**config.mk**
```make
export PLATFORM = sky130hd
export DESIGN_NAME = sr_drive_sequencer
export DESIGN_NICKNAME = d
export VERILOG_FILES = /design/src/rtl/sr_drive_sequencer.sv
export SDC_FILE = /design/constraint.sdc
export NUM_CORES = 1
export LEC_CHECK = 0
export CAP_MARGIN = 20
export CORE_MARGIN = 4
export CORE_UTILIZATION = 50
export DETAILED_ROUTE_END_ITERATION = 8
export PLACE_DENSITY = 0.76
export SYNTH_ARGS = -nofsm -noshare
export SYNTH_HDL_FRONTEND = slang
export SYNTH_SLANG_ARGS = --single-unit
```
**constraint.sdc**
```tcl
create_clock -name clk -period 2.15 [get_ports clk]
set_input_delay 0.43 -clock clk [delete_from_list [all_inputs] [get_ports clk]]
set_output_delay 0.43 -clock clk [all_outputs]
set_load 0.005 [all_outputs]
```
**src/rtl/sr_drive_sequencer.sv**
```systemverilog
// Drives an SR flip-flop to a requested Q value using excitation pulses,
// confirms the change through q_fb with a timeout, and reports done/err.
module sr_drive_sequencer #(
  parameter int unsigned PULSE_W = 1,
  parameter int unsigned TIMEOUT = 8,
  parameter int unsigned CNT_W   = 8
) (
  input  logic             clk,
  input  logic             rst,
  input  logic             req_valid,
  output logic             req_ready,
  input  logic             req_bit,
  output logic             S,
  output logic             R,
  input  logic             q_fb,
  output logic             done,
  output logic             err,
  output logic [CNT_W-1:0] err_count
);

  localparam int unsigned PCW = (PULSE_W > 1) ? $clog2(PULSE_W) : 1;
  localparam int unsigned TCW = (TIMEOUT > 1) ? $clog2(TIMEOUT) : 1;
  localparam logic [PCW-1:0] PLAST = PCW'(PULSE_W - 1);
  localparam logic [TCW-1:0] TLAST = TCW'(TIMEOUT - 1);

  typedef enum logic [2:0] {
    IDLE,
    DRIVE,
    VERIFY,
    DONE,
    ERR
  } state_t;

  state_t             state, state_n;
  logic               target, target_n;
  logic [PCW-1:0]     pcnt, pcnt_n;
  logic [TCW-1:0]     tcnt, tcnt_n;
  logic               s_n, r_n, done_n, err_n;
  logic [CNT_W-1:0]   ecnt_n;

  assign req_ready = (state == IDLE);

  always_ff @(posedge clk or posedge rst) begin
    if (rst) begin
      state     <= IDLE;
      target    <= 1'b0;
      pcnt      <= '0;
      tcnt      <= '0;
      S         <= 1'b0;
      R         <= 1'b0;
      done      <= 1'b0;
      err       <= 1'b0;
      err_count <= '0;
    end else begin
      state     <= state_n;
      target    <= target_n;
      pcnt      <= pcnt_n;
      tcnt      <= tcnt_n;
      S         <= s_n;
      R         <= r_n;
      done      <= done_n;
      err       <= err_n;
      err_count <= ecnt_n;
    end
  end

  // Outputs are computed for the state being entered so they are registered
  // yet line up with that state's cycle.
  always_comb begin
    state_n  = state;
    target_n = target;
    pcnt_n   = pcnt;
    tcnt_n   = tcnt;
    s_n      = 1'b0;
    r_n      = 1'b0;
    done_n   = 1'b0;
    err_n    = 1'b0;
    ecnt_n   = err_count;
    unique case (state)
      IDLE: begin
        if (req_valid) begin
          target_n = req_bit;
          if (q_fb == req_bit) begin
            state_n = DONE;
            done_n  = 1'b1;
          end else begin
            state_n = DRIVE;
            pcnt_n  = '0;
            s_n     = req_bit;
            r_n     = ~req_bit;
          end
        end
      end
      DRIVE: begin
        if (pcnt == PLAST) begin
          state_n = VERIFY;
          tcnt_n  = '0;
        end else begin
          pcnt_n = pcnt + 1'b1;
          s_n    = S;
          r_n    = R;
        end
      end
      VERIFY: begin
        if (q_fb == target) begin
          state_n = DONE;
          done_n  = 1'b1;
        end else if (tcnt == TLAST) begin
          state_n = ERR;
          err_n   = 1'b1;
          if (err_count != '1) ecnt_n = err_count + 1'b1;
        end else begin
          tcnt_n = tcnt + 1'b1;
        end
      end
      DONE:    state_n = IDLE;
      ERR:     state_n = IDLE;
      default: state_n = IDLE;
    endcase
  end

endmodule
```
# After elaboration in Yosys (flattened, before gate mapping)
# Index checks and enable logic that the tools add are counted.
# Widths: inputs -> output; s select.
[classes]
n_addsub = 3
n_eq_ne = 12
muxes = 28
bitwise = 2
reduce_logical = 8
[ops]
columns = ["cell", "count"]
rows = [
  ["$mux 3", 7],
  ["$mux 1", 14],
  ["$ne 2x2->1 const B", 5],
  ["$pmux 3 s3", 1],
  ["$add 8x1->8 const B", 1],
  ["$ne 8x8->1 const B", 1],
  ["$pmux 1 s2", 4],
  ["$reduce_and 4->1", 2],
  ["$pmux 3 s2", 1],
  ["$reduce_and 3->1", 2],
  ["$reduce_bool 2->1", 2],
  ["$add 3x1->3 const B", 1],
  ["$eq 3x1->1 const B", 1],
  ["$eq 3x2->1 const B", 1],
  ["$eq 3x3->1 const B", 1],
  ["$logic_not 3->1", 1],
  ["$ne 3x3->1 const B", 1],
  ["$eq 1x1->1", 2],
  ["$mux 2", 1],
  ["$not 1->1", 2],
  ["$reduce_and 2->1", 1],
  ["$add 1x1->1 const B", 1],
]
[totals]
reg_bits = 20
input_bits = 5
output_inout_bits = 13

# Depth between registers and ports, before layout
[depth]
depth_word = 4
mapped_depth = 5
ltp_nobuf = 5

# Worst setup path before layout
# No wires, ideal clock.
[synth_path]
path_type = "reg-to-reg"
start = "register state[2]"
end = "register err_count[1]"
setup_time_ns = 0.128
t_arrival_ns = 1.592
required_time_ns = 2.022
setup_slack_ns = 0.430
path_stages_with_launch = 5
period_less_slack_ns = 1.720
path_cell_list = "dfrtp_1 or3b_4 nor3b_4 and2_1 mux2_1"
[synth_via]
elab_chain_cells = 2
[synth_lines]
columns = ["item", "line_no", "rtl"]
rows = [
  ["start, declared", "34", "state_t state, state_n;"],
  ["start signal, assigned", "55", "state <= state_n;"],
  ["$eq 3x2->1", "79", "unique case (state)"],
  ["$reduce_and 4->1 (no source line)", "n/a", ""],
  ["end signal, assigned", "63", "err_count <= ecnt_n;"],
  ["end, declared", "18", "output logic [CNT_W-1:0] err_count"],
]
# Every way passes these cells.
# A chain may end at the register's enable or synchronous reset.

# Final worst setup path
[layout_path]
start = "register state[2]"
end = "output req_ready"
[layout_via]
elab_chain_cells = 1
[layout_lines]
columns = ["item", "line_no", "rtl"]
rows = [
  ["$logic_not 3->1", "41", "assign req_ready = (state == IDLE);"],
  ["end, declared", "11", "output logic req_ready,"],
]
# Every way passes these cells.

==> metrics.txt <==
CP arrival=between 1500 and 2000 ps; CTS root buf=clkbuf_4; Startpoint Class=flop; P&R area growth vs syn=26.3%; sequential cell area fraction in the yosys report=49.8%; fmax=just under 500 MHz; Die W=between 50 and 60 um; routability cong.=approximately 0.75; critical path startpoint=state[2]; Crit. path cell count=2; power share of the combinational group=between 30% and 40%; Power Density=822 mW/mm^2; Top delay family on crit path=buffers and inverters; Post-synth EDFFs=0; Lkg Pwr=between 0.0005 and 0.0006 uW; post-CTS setup buffer count=0; I/O Buffers=17; CORE AREA=between 0.0015 and 0.002 sq mm; Crit Path Max Fanout=6; clock network power share=between 15 and 20%; setup TNS=0 ps; post-synth net total=94; Net Switching=~330 uW; global-route usage over all layers=15.3%; clock sink count=19; Hold WC Path Type=input port to async pin; slew at the pin closest to its max-slew limit=roughly 540 ps; synthesized area=roughly 950 sq um; Reg2Reg Depth=4; WHS=~450 ps; H-tree depth=1; Total Wirelength=1760 um; critical path type=flop to output pin; Avg Cell Area, Syn=between 10 and 15 sq um; max cap viols=0; R2R Setup Slk=~280 ps; Most used DFF post-synth=dfrtp_1; vias in the first global route=~680; endpoints failing hold=0; DR pass1 iterations=4; DP Wirelength=1310 um; clk buf depth=2; # hold bufs at CTS=0; Crit-path slowest cell=clkdlybuf4s50_1; vias post-DR=between 700 and 800; chip height=slightly above 50 um; library cells used by synthesis=34; clock-pin slew on the worst setup and hold paths=between 100 and 150 ps; initial antenna violation count=0; Synth warnings=0; drt first-iter violations=5; CP Capture Type=output pin; FF-to-FF Start=state[1]; Worst Skew=4.16 ps; #FFs+latches synth=19; CTS tree=built; cell internal pwr=around 660 uW; Clk Latency, worst-skew pair=290 ps; Vias per Instance=between 5 and 6; worst-path cell chain=nor3_2, clkdlybuf4s50_1; CP max stage delay=about 550 ps; Detail Route Antenna Nets=0; Gate Count Post-Synth=84; fillers=150; Sw Ratio=between 30% and 40%; largest net degree at the start of global routing=20; fin nets=~120; worst rel slew slack=between 60% and 70%; first-pass GRT wire length=between 3000 and 4000 um; Initial Util=a little over half; n_diodes=0; status=finished, final reports clean; post-layout min period=just over 2000 ps; Seq pwr share=48.2%; CP bufs+invs=1; fin. max-slew vios=0; unrepaired setup endpoints after global routing=false; CTS buffer count=3; endpoints failing setup=0; final period utilization=a little over 90%; GRT overflow=0; worst vdd ir=roughly 0.00067 V; row count=15; WL/cell=about 13 um; Async SR Flop Fraction=100%; layout cells sized above 1=between 10 and 15%; io pins=18; total die area=around 0.0027 sq mm; Crit path required time=around 1700 ps; Residual DRC=0
==> cell usage after synthesis, types with 2 or more instances <==
cell	count	area (sq um)
dfrtp_1	19	475
nand2_1	9	33.8
ha_1	5	62.6
nand3_1	4	20.0
inv_1	3	11.3
mux2_1	3	33.8
nand4_1	3	18.8
nor2b_1	3	18.8
a211oi_1	2	15.0
a21oi_1	2	10.0
a22o_1	2	17.5
a31oi_1	2	12.5
and3_1	2	12.5
mux2_2	2	22.5
nor2_1	2	7.51
nor3_1	2	10.0
xnor2_1	2	17.5
==> tightest hold or removal path: cells and delay by family <==
kind | cells | cell delay, ps
buffers and inverters | 3 | 690
==> per-layer routing <==
layer | GRT usage [%] | vias up | part of all wire [%]
li1 | - | 350 | -
met1 | 19.4 | 338 | 48
met2 | 24.6 | 14 | 47
met3 | 3.72 | 4 | 2.9
met4 | 6.55 | 0 | 1.6
met5 | 0 | - | 0
==> layout by cell type, fill, tap and decap left out, drive strengths merged <==
cell / count
dfrtp: 19
clkdlybuf4s50: 17
nand2: 9
ha: 5
mux2: 5
nand3: 4
buf: 4
clkbuf: 4
nand4: 3
inv: 3
nor2b: 3
xnor2: 2
a31oi: 2
a21oi: 2
a211oi: 2
and3: 2
nor2: 2
a22o: 2
nor3b: 2
nor3: 2
or3b: 1
and4: 1
and2: 1
xor2: 1
nor4b: 1
and4b: 1
o21ai: 1
nand3b: 1
o31ai: 1
nand2b: 1
or2b: 1
o22ai: 1
a41oi: 1
==> metrics by stage <==
step                total power (uW)  util [%]  cell area [sq um]  setup slack, ps  cells
floorplan                        707         -                955              430     84
global placement                 797      66.6               1170             63.4    128
detailed placement               818      66.6               1170             24.6    128
CTS                              999      68.1               1200             36.1    132
global route                    1070      68.4               1210             20.0    132
finish                           991      68.4               1210              138    132
==> cells by family after synthesis <==
kind of cell / share of synthesized area, %
AO/OA/AOI/OAI: 8.65
XOR/XNOR: 2.75
adder cells (fa/ha/maj): 6.55
buffers and inverters: 2.36
flip-flops: 49.8
multiplexers: 5.90
AND/OR/NAND/NOR: 24.0
==> sequential cells by signal (all words and copies together) (netlist names) <==
name and flops:
err_count 8, target 1, done 1, R 1, S 1, state 3
tcnt 3, err 1
==> final cells by class <==
type | instances | area, sq um | share of cell area [%]
clock buffer | 4 | 26.3 | 2.18
inverter | 3 | 11.3 | 0.934
multi-input combinational | 60 | 462 | 38.3
sequential | 19 | 475 | 39.4
tap | 25 | 31.3 | 2.59
timing repair buffer | 21 | 200 | 16.6
==> power groups by stage <==
stage | clock, uW | combinational, uW | sequential, uW
floorplan | 0 | 251 | 456
global placement | 0 | 321 | 476
detailed placement | 0 | 338 | 480
CTS | 186 | 339 | 473
global route | 203 | 373 | 491
finish | 178 | 336 | 477
==> worst paths after layout <==
kind	end
min	R
min in group clk	target
min reg2reg	target
max in group asynchronous	err_count[3]
max	req_ready
max reg2reg	err_count[1]
==> timing repair <==
action | CTS | global route
endpoints found under the hold margin | 0 | 0
gates resized for setup | 0 | 1
endpoints found under the setup margin | 0 | 1
(Power assumes the default switching activity.)
